[config.mk]
export PLATFORM = sky130hd
export DESIGN_NAME = dc_download_assembler
export DESIGN_NICKNAME = d
export VERILOG_FILES = /design/src/rtl/dc_download_assembler.sv
export SDC_FILE = /design/constraint.sdc
export NUM_CORES = 1
export LEC_CHECK = 0
export CAP_MARGIN = 20
export CORE_AREA = 8 8 124 126
export CTS_CLUSTER_DIAMETER = 40
export CTS_CLUSTER_SIZE = 16
export DETAILED_ROUTE_END_ITERATION = 16
export DIE_AREA = 0 0 132 134
export GPL_ROUTABILITY_DRIVEN = 0
export GPL_TIMING_DRIVEN = 1
export PLACE_DENSITY = 0.9
export SYNTH_ARGS = -nofsm -noshare
export SYNTH_HDL_FRONTEND = slang
export SYNTH_SLANG_ARGS = --single-unit
[constraint.sdc]
create_clock -name clk -period 7.71 [get_ports clk]
set_clock_uncertainty 0.15 [all_clocks]
set_input_delay 1.1565 -clock clk [delete_from_list [all_inputs] [get_ports clk]]
set_output_delay 1.1565 -clock clk [all_outputs]
set_load 0.01 [all_outputs]
[src/rtl/dc_download_assembler.sv]
// dc_download_assembler
//   Receive-side assembly stage for the data-cache port of a ring node.
//   Packs 16-bit flits (head/body/tail) into one 144-bit message. It offers
//   the message to the data-cache arbiter and holds it until the cache access
//   is reported done. At most one message is held at a time, and the ring
//   input is back-pressured while a message is pending.
//
// Ports
//   clk, rst                 : clock, asynchronous active-high reset
//   v_flit_in                : incoming flit valid
//   flit_in [FLIT_W]         : flit payload
//   ctrl_in [2]              : 01 head, 10 body, 11 tail, 00 illegal
//   rdy_flit_in              : block can accept a flit this cycle
//   v_dc_download            : a complete message is offered
//   dc_download_flits [144]  : assembled message, first flit in the MSBs
//   re_dc_download_flits     : arbiter is reading the message
//   dc_download_done_access  : cache access for the message is complete
//   err_frame                : one-cycle pulse on a framing error
`timescale 1ns/1ps
module dc_download_assembler #(
  parameter int FLIT_W    = 16,
  parameter int MAX_FLITS = 9
) (
  input  logic                        clk,
  input  logic                        rst,
  input  logic                        v_flit_in,
  input  logic [FLIT_W-1:0]           flit_in,
  input  logic [1:0]                  ctrl_in,
  output logic                        rdy_flit_in,
  output logic                        v_dc_download,
  output logic [FLIT_W*MAX_FLITS-1:0] dc_download_flits,
  input  logic                        re_dc_download_flits,
  input  logic                        dc_download_done_access,
  output logic                        err_frame
);

  localparam int BUF_W = FLIT_W * MAX_FLITS;
  localparam int CNT_W = $clog2(MAX_FLITS + 1);

  localparam logic [1:0] CTRL_ILLEGAL = 2'b00;
  localparam logic [1:0] CTRL_HEAD    = 2'b01;
  localparam logic [1:0] CTRL_BODY    = 2'b10;
  localparam logic [1:0] CTRL_TAIL    = 2'b11;

  typedef enum logic [1:0] {
    ST_IDLE     = 2'b00,
    ST_ASSEMBLE = 2'b01,
    ST_FULL     = 2'b10
  } state_e;

  state_e             state_q, state_d;
  logic [CNT_W-1:0]   cnt_q, cnt_d;
  logic [BUF_W-1:0]   buf_q, buf_d;
  logic               err_q, err_d;
  logic               accept_s;

  // Return b with flit f written into slot idx (slot 0 = MSBs).
  function automatic logic [BUF_W-1:0] put_flit(
    input logic [BUF_W-1:0]  b,
    input logic [CNT_W-1:0]  idx,
    input logic [FLIT_W-1:0] f
  );
    logic [BUF_W-1:0] r;
    r = b;
    for (int i = 0; i < MAX_FLITS; i++) begin
      if (idx == CNT_W'(i)) begin
        r[BUF_W-1-FLIT_W*i -: FLIT_W] = f;
      end else begin
        r = r;
      end
    end
    return r;
  endfunction

  assign accept_s = v_flit_in && (state_q != ST_FULL);

  // Next-state logic: framing, packing and release.
  always_comb begin
    state_d = state_q;
    cnt_d   = cnt_q;
    buf_d   = buf_q;
    err_d   = 1'b0;
    case (state_q)
      ST_IDLE: begin
        if (accept_s) begin
          if (ctrl_in == CTRL_HEAD) begin
            buf_d   = put_flit({BUF_W{1'b0}}, {CNT_W{1'b0}}, flit_in);
            cnt_d   = CNT_W'(1);
            state_d = ST_ASSEMBLE;
          end else begin
            err_d = 1'b1;
          end
        end else begin
          err_d = 1'b0;
        end
      end
      ST_ASSEMBLE: begin
        if (accept_s) begin
          case (ctrl_in)
            CTRL_HEAD: begin
              // Restart on a fresh head; the partial message is dropped.
              err_d = 1'b1;
              buf_d = put_flit({BUF_W{1'b0}}, {CNT_W{1'b0}}, flit_in);
              cnt_d = CNT_W'(1);
            end
            CTRL_BODY: begin
              buf_d = put_flit(buf_q, cnt_q, flit_in);
              cnt_d = cnt_q + CNT_W'(1);
              // Body in the last slot: truncate the over-length message.
              if (cnt_q == CNT_W'(MAX_FLITS - 1)) begin
                err_d   = 1'b1;
                state_d = ST_FULL;
              end else begin
                err_d = 1'b0;
              end
            end
            CTRL_TAIL: begin
              buf_d   = put_flit(buf_q, cnt_q, flit_in);
              cnt_d   = cnt_q + CNT_W'(1);
              state_d = ST_FULL;
            end
            CTRL_ILLEGAL: begin
              err_d = 1'b1;
            end
            default: begin
              err_d = 1'b1;
            end
          endcase
        end else begin
          err_d = 1'b0;
        end
      end
      ST_FULL: begin
        // Only a done that coincides with the arbiter's read releases the message.
        if (dc_download_done_access && re_dc_download_flits) begin
          buf_d   = {BUF_W{1'b0}};
          cnt_d   = {CNT_W{1'b0}};
          state_d = ST_IDLE;
        end else begin
          state_d = ST_FULL;
        end
      end
      default: begin
        state_d = ST_IDLE;
        cnt_d   = {CNT_W{1'b0}};
        buf_d   = {BUF_W{1'b0}};
      end
    endcase
  end

  // State, counter, message buffer and error pulse registers.
  always_ff @(posedge clk or posedge rst) begin
    if (rst) begin
      state_q <= ST_IDLE;
      cnt_q   <= {CNT_W{1'b0}};
      buf_q   <= {BUF_W{1'b0}};
      err_q   <= 1'b0;
    end else begin
      state_q <= state_d;
      cnt_q   <= cnt_d;
      buf_q   <= buf_d;
      err_q   <= err_d;
    end
  end

  assign rdy_flit_in       = (state_q != ST_FULL);
  assign v_dc_download     = (state_q == ST_FULL);
  assign dc_download_flits = buf_q;
  assign err_frame         = err_q;

endmodule

# Yosys cells after proc, flatten, opt, wreduce, memory -nomap -nowiden
# Cells that the tools add are included.
# totals
ff_bits,151
latchBits,0
mem_bits_rw,0
rom_bits,0
inputBits,23
output_inout_bits,147
word_cells,103
n_memories,0
# classes
addsub,1
mul,0
div,0
magnitude_cmp,0
n_eq_ne,38
shifts,0
n_mux,34
bitwise_logic,0
n_reduce_logical,18
# ops
cell,n
$mux 144,4
$pmux 144 s3,1
$pmux 144 s2,1
$mux 16,9
$reduce_and 7->1,8
$ne 3x3->1 const B,17
$eq 4x3->1 const B,4
$mux 4,4
$pmux 4 s3,1
$mux 2,5
$reduce_and 5->1,2
$eq 4x2->1 const B,2
$ne 2x2->1 const B,4
$pmux 4 s2,1
$eq 2x2->1 const B,3
$pmux 2 s3,1
$reduce_and 6->1,1
$add 4x1->4 const B,1
$eq 2x1->1 const B,2
$eq 4x1->1 const B,1
$eq 4x4->1 const B,1
$logic_not 2->1,2
$logic_not 4->1,1
$mux 1,4
other kinds (8),11

# Logic depth before layout (Yosys ltp)
# depth
word_depth,5
mapped_depth,8
ltp_nobuf,6

# Least setup slack after synthesis
# OpenSTA, ideal clock, no wires.
# synth_path
kind,input port to flip-flop
start,in ctrl_in[1]
end,"reg buf_q[0], in the netlist dc_download_flits[0]"
setup_ps,125
arrival_ps,2534
required_ps,7435
setup_slack_ps,4902
path_stages,7
n_path_buf,3
path_cell_list,buf_6 > a21o_2 > a211oi_4 > nand2b_1 > buf_4 > buf_6 > mux2_2
# synth_between
elab_chain_len,5
# synth_rtl
element,line_no,rtl
start: declaration,28,"input logic [1:0] ctrl_in,"
$eq 2x2->1,99,case (ctrl_in)
$reduce_or 2->1 (no line),n/a,
$pmux 144 s2,99,
$mux 144,98,if (accept_s) begin
$pmux 144 s3,83,case (state_q)
end signal: assignment,156,buf_q <= {BUF_W{1'b0}};
end signal: assignment,161,buf_q <= buf_d;
end: declaration,53,"logic [BUF_W-1:0] buf_q, buf_d;"
# Parallel ways exist; a longest one is shown, timed or not. The select of a mux whose other input is x is not followed.
# A chain may end at the register's enable or synchronous reset.

# Final worst setup path
# layout_path
start,in ctrl_in[1]
end,"reg buf_q[3], in the netlist dc_download_flits[3]"
# Same word-level chain as after synthesis.

==> results.rst <==
.. list-table::
   :header-rows: 1

   * - Metric
     - Value
   * - Run status
     - finished, final reports clean
   * - Die area
     - 0.0177 mm2
   * - Placed Instance Area
     - 0.00813 mm2
   * - Net count reported at finish
     - 606
   * - CTS max path bufs
     - 2
   * - Top flip-flop cell by instance count after synthesis
     - dfrtp_1
   * - Final TNS setup
     - 0 ns
   * - Number of port buffers
     - 169
   * - Share of final-layout standard cells stronger than drive strength 1
     - 32.8%
   * - Leakage power summed over all cells
     - 4.00 nW
   * - Number of enable-type register cells in the synthesized netlist
     - 0
   * - Final instance area
     - 0.00873 mm2
   * - Number of flip-flops and latches in the synthesized netlist
     - 151
   * - Kind of critical path
     - primary input to flip-flop
   * - Critical path launch point type
     - primary input
   * - Clk network pwr share
     - 25.4%
   * - Internal Dissipation
     - 0.00224 W
   * - Unrepaired setup endpoints after global routing
     - false
   * - Max-slew violation total from the final report
     - 0
   * - TritonCTS buffer count
     - 17
   * - Die X
     - 132 um
   * - Async set-or-reset flop fraction in the synthesized netlist
     - 100%
   * - Transition time at the pin with the least slew margin
     - 0.915 ns
   * - Total Power
     - 0.00323 W
   * - Required time worst endpoint
     - 7.86 ns
   * - Uppermost routed layer
     - met4
   * - Number of buffers inserted by post-CTS setup repair
     - 0
   * - Largest net degree at the start of global routing
     - 94
   * - Post-detailed-route wirelength per cell
     - 22.3 um
   * - Setup ws final
     - 3.89 ns
   * - Routed met1 length
     - 7160 um
   * - Cts hold-fix bufs
     - 0
   * - Cell area after synthesis
     - 0.00651 mm2
   * - Number of max-cap violations
     - 0
   * - Power dissipated by switching net loads
     - 0.000993 W
   * - Max frequency
     - 262 MHz
   * - Number of top-level pins
     - 170
   * - Antenna violations before repair
     - 0
   * - Synth Instances
     - 428
   * - Detailed-route via count
     - 4064
   * - Clock Pin Slew Worst Setup and Hold Paths
     - 0.06 ns
   * - Synthesized area divided by synthesized cell count
     - 15.2 um2
   * - Final Non-Filler Cells
     - 772
   * - Number of library cell types mapped by synthesis
     - 32
   * - Diodes inserted
     - 0
   * - Total detailed-routing wirelength
     - 17300 um
   * - Worst path arrival time
     - 3.97 ns
   * - Combined global-route utilization of all metal layers
     - 19.9%
   * - Minimum clock period after layout
     - 3.82 ns
   * - Layout Area Growth over Synthesis
     - 34.1%
   * - Number of global-route vias before repair
     - 4429
   * - First-pass GRT wire length
     - 26900 um
   * - Starting DRT DRC Count
     - 173
   * - Starting Density
     - 48.2%
   * - Clock Root Buffer
     - clkbuf_16
   * - Areal power density over the cells
     - 371 mW/mm2
   * - Count of warnings emitted by yosys
     - 0
   * - Die height
     - 134 um
   * - Final Hold Violating Endpoints
     - 0
   * - Worst setup timing slack at the placement stage
     - 3.47 ns
   * - Part of the power in combinational logic
     - 36.9%
   * - CTS sink cnt
     - 151
   * - Grt total ovfl
     - 0
   * - Placed Instances
     - 740
   * - Met3 wire length
     - 1640 um
   * - Detail Placement HPWL
     - 12000 um
   * - WL met2
     - 8230 um
   * - Synth Net Count
     - 455
   * - CP Max Fanout
     - 16
   * - Rel. slew slack
     - 38.9%
   * - Final ANT Viol Nets
     - 0
   * - Count of H-tree levels built during CTS
     - 4
   * - Most common cell after layout, fill and taps aside
     - clkdlybuf4s50_1
   * - Number of setup violations in the final report
     - 0
   * - Most used cells in the layout excluding fill and tap cells
     - clkdlybuf4s50_1 (169), dfrtp_1 (151), mux2_2 (104)
   * - Core region area
     - 0.0135 mm2
   * - Net switching fraction of the power
     - 30.7%
   * - Source-to-sink clock delay at the later pin of the worst-skew pair
     - 0.42 ns
   * - Number of iterations in the first detailed-routing pass
     - 5
   * - Maximum ir drop on the vdd rail
     - 0.189 mV
   * - Cell Rows
     - 43
   * - Hold/Removal Path Class
     - flip-flop to flip-flop
   * - Register share of total power
     - 37.7%
   * - Critical Path End Type
     - flip-flop
   * - TritonCTS clock tree
     - yes
   * - Post-DR vias/cell
     - 5.26
   * - Fin crit share
     - 49.6%
   * - Portion of the post-synthesis area used by sequential elements
     - 58.1%
   * - DR DRC count
     - 0
   * - Total of cells resized after clock tree synthesis
     - 0
through the flow:
step	hold slack (ns)	util, %
after global placement	0.339	60.2
after floorplan	0.351	-
after CTS	0.361	64.6
after global routing	0.372	64.6
after detailed placement	0.343	60.2
final	0.356	64.6
Yosys cell counts, types with 3 or more instances:
master / instances / area (um2)
inv_1: 5 / 18.8
nand2_1: 13 / 48.8
buf_4: 5 / 37.5
buf_6: 6 / 67.6
buf_12: 4 / 80.1
ha_1: 4 / 50.1
and2_1: 15 / 93.8
a21oi_4: 4 / 65.1
a21oi_1: 4 / 20.0
nor2_1: 4 / 15.0
clkbuf_1: 19 / 71.3
dfrtp_1: 151 / 3780
mux2_4: 40 / 601
o21ai_0: 5 / 25.0
nand2b_1: 3 / 18.8
mux2_2: 104 / 1170
a21o_2: 7 / 61.3
nor2b_1: 18 / 113
worst paths after layout:
kind                                   startpoint  depth (start not counted)  slack [ns]                      to
setup / recovery                       ctrl_in[1]                          5        3.89    dc_download_flits[3]
hold / removal             dc_download_flits[125]                          1        0.36  dc_download_flits[125]
setup reg to reg                       state_q[1]                          4        4.29    dc_download_flits[3]
hold reg to reg            dc_download_flits[125]                          1        0.36  dc_download_flits[125]
max in group asynchronous                     rst                          3        4.95   dc_download_flits[50]
min in group asynchronous                     rst                          2        1.12   dc_download_flits[67]
power groups by stage:
stage | Clock [W] | Sequential (W) | Combinational [W]
2_1_floorplan | 0 | 0.00130 | 0.000488
3_5_place_dp | 0 | 0.00123 | 0.00120
5_1_grt | 0.000863 | 0.00125 | 0.00127
4_1_cts | 0.000828 | 0.00122 | 0.00121
6_report | 0.000820 | 0.00122 | 0.00119
3_3_place_gp | 0 | 0.00121 | 0.00117
metal layers:
metal / vias to the layer above / track usage, %
met5: - / 0
met4: 0 / 5.81
met3: 18 / 9.65
met2: 151 / 32.4
met1: 2110 / 22.7
li1: 1785 / -
layout make-up:
class                   count  area, um2
fillers                   924       4780
inverters                   5       23.8
clock inverters            11        113
clock buffers              21        480
flip-flops and latches    151       3780
repair buffers            170       1700
well taps                 180        225
multi-input cells         234       2410
worst max-delay path, cell delays in order:
cell and delay (ns):
clkdlybuf4s50_1 0.61, and4bb_4 0.28, a211oi_4 0.70, nand2b_1 0.79
mux2_2 0.43
cells by family after synthesis:
family | after synthesis | synth area share (%)
DFF | 151 | 58.1
muxes | 144 | 27.2
and+or+nand+nor | 61 | 5.52
buffers and inverters | 43 | 4.96
AOI/OAI and AO/OA | 24 | 3.34
adders and majority gates | 4 | 0.769
xor gates and xnor gates | 1 | 0.135
flip-flops by register name, indices dropped and copies added, names as in the netlist:
name / cells
state_q: 2
cnt_q: 4
dc_download_flits: 144
err_frame: 1
(Power assumes the default switching activity.)
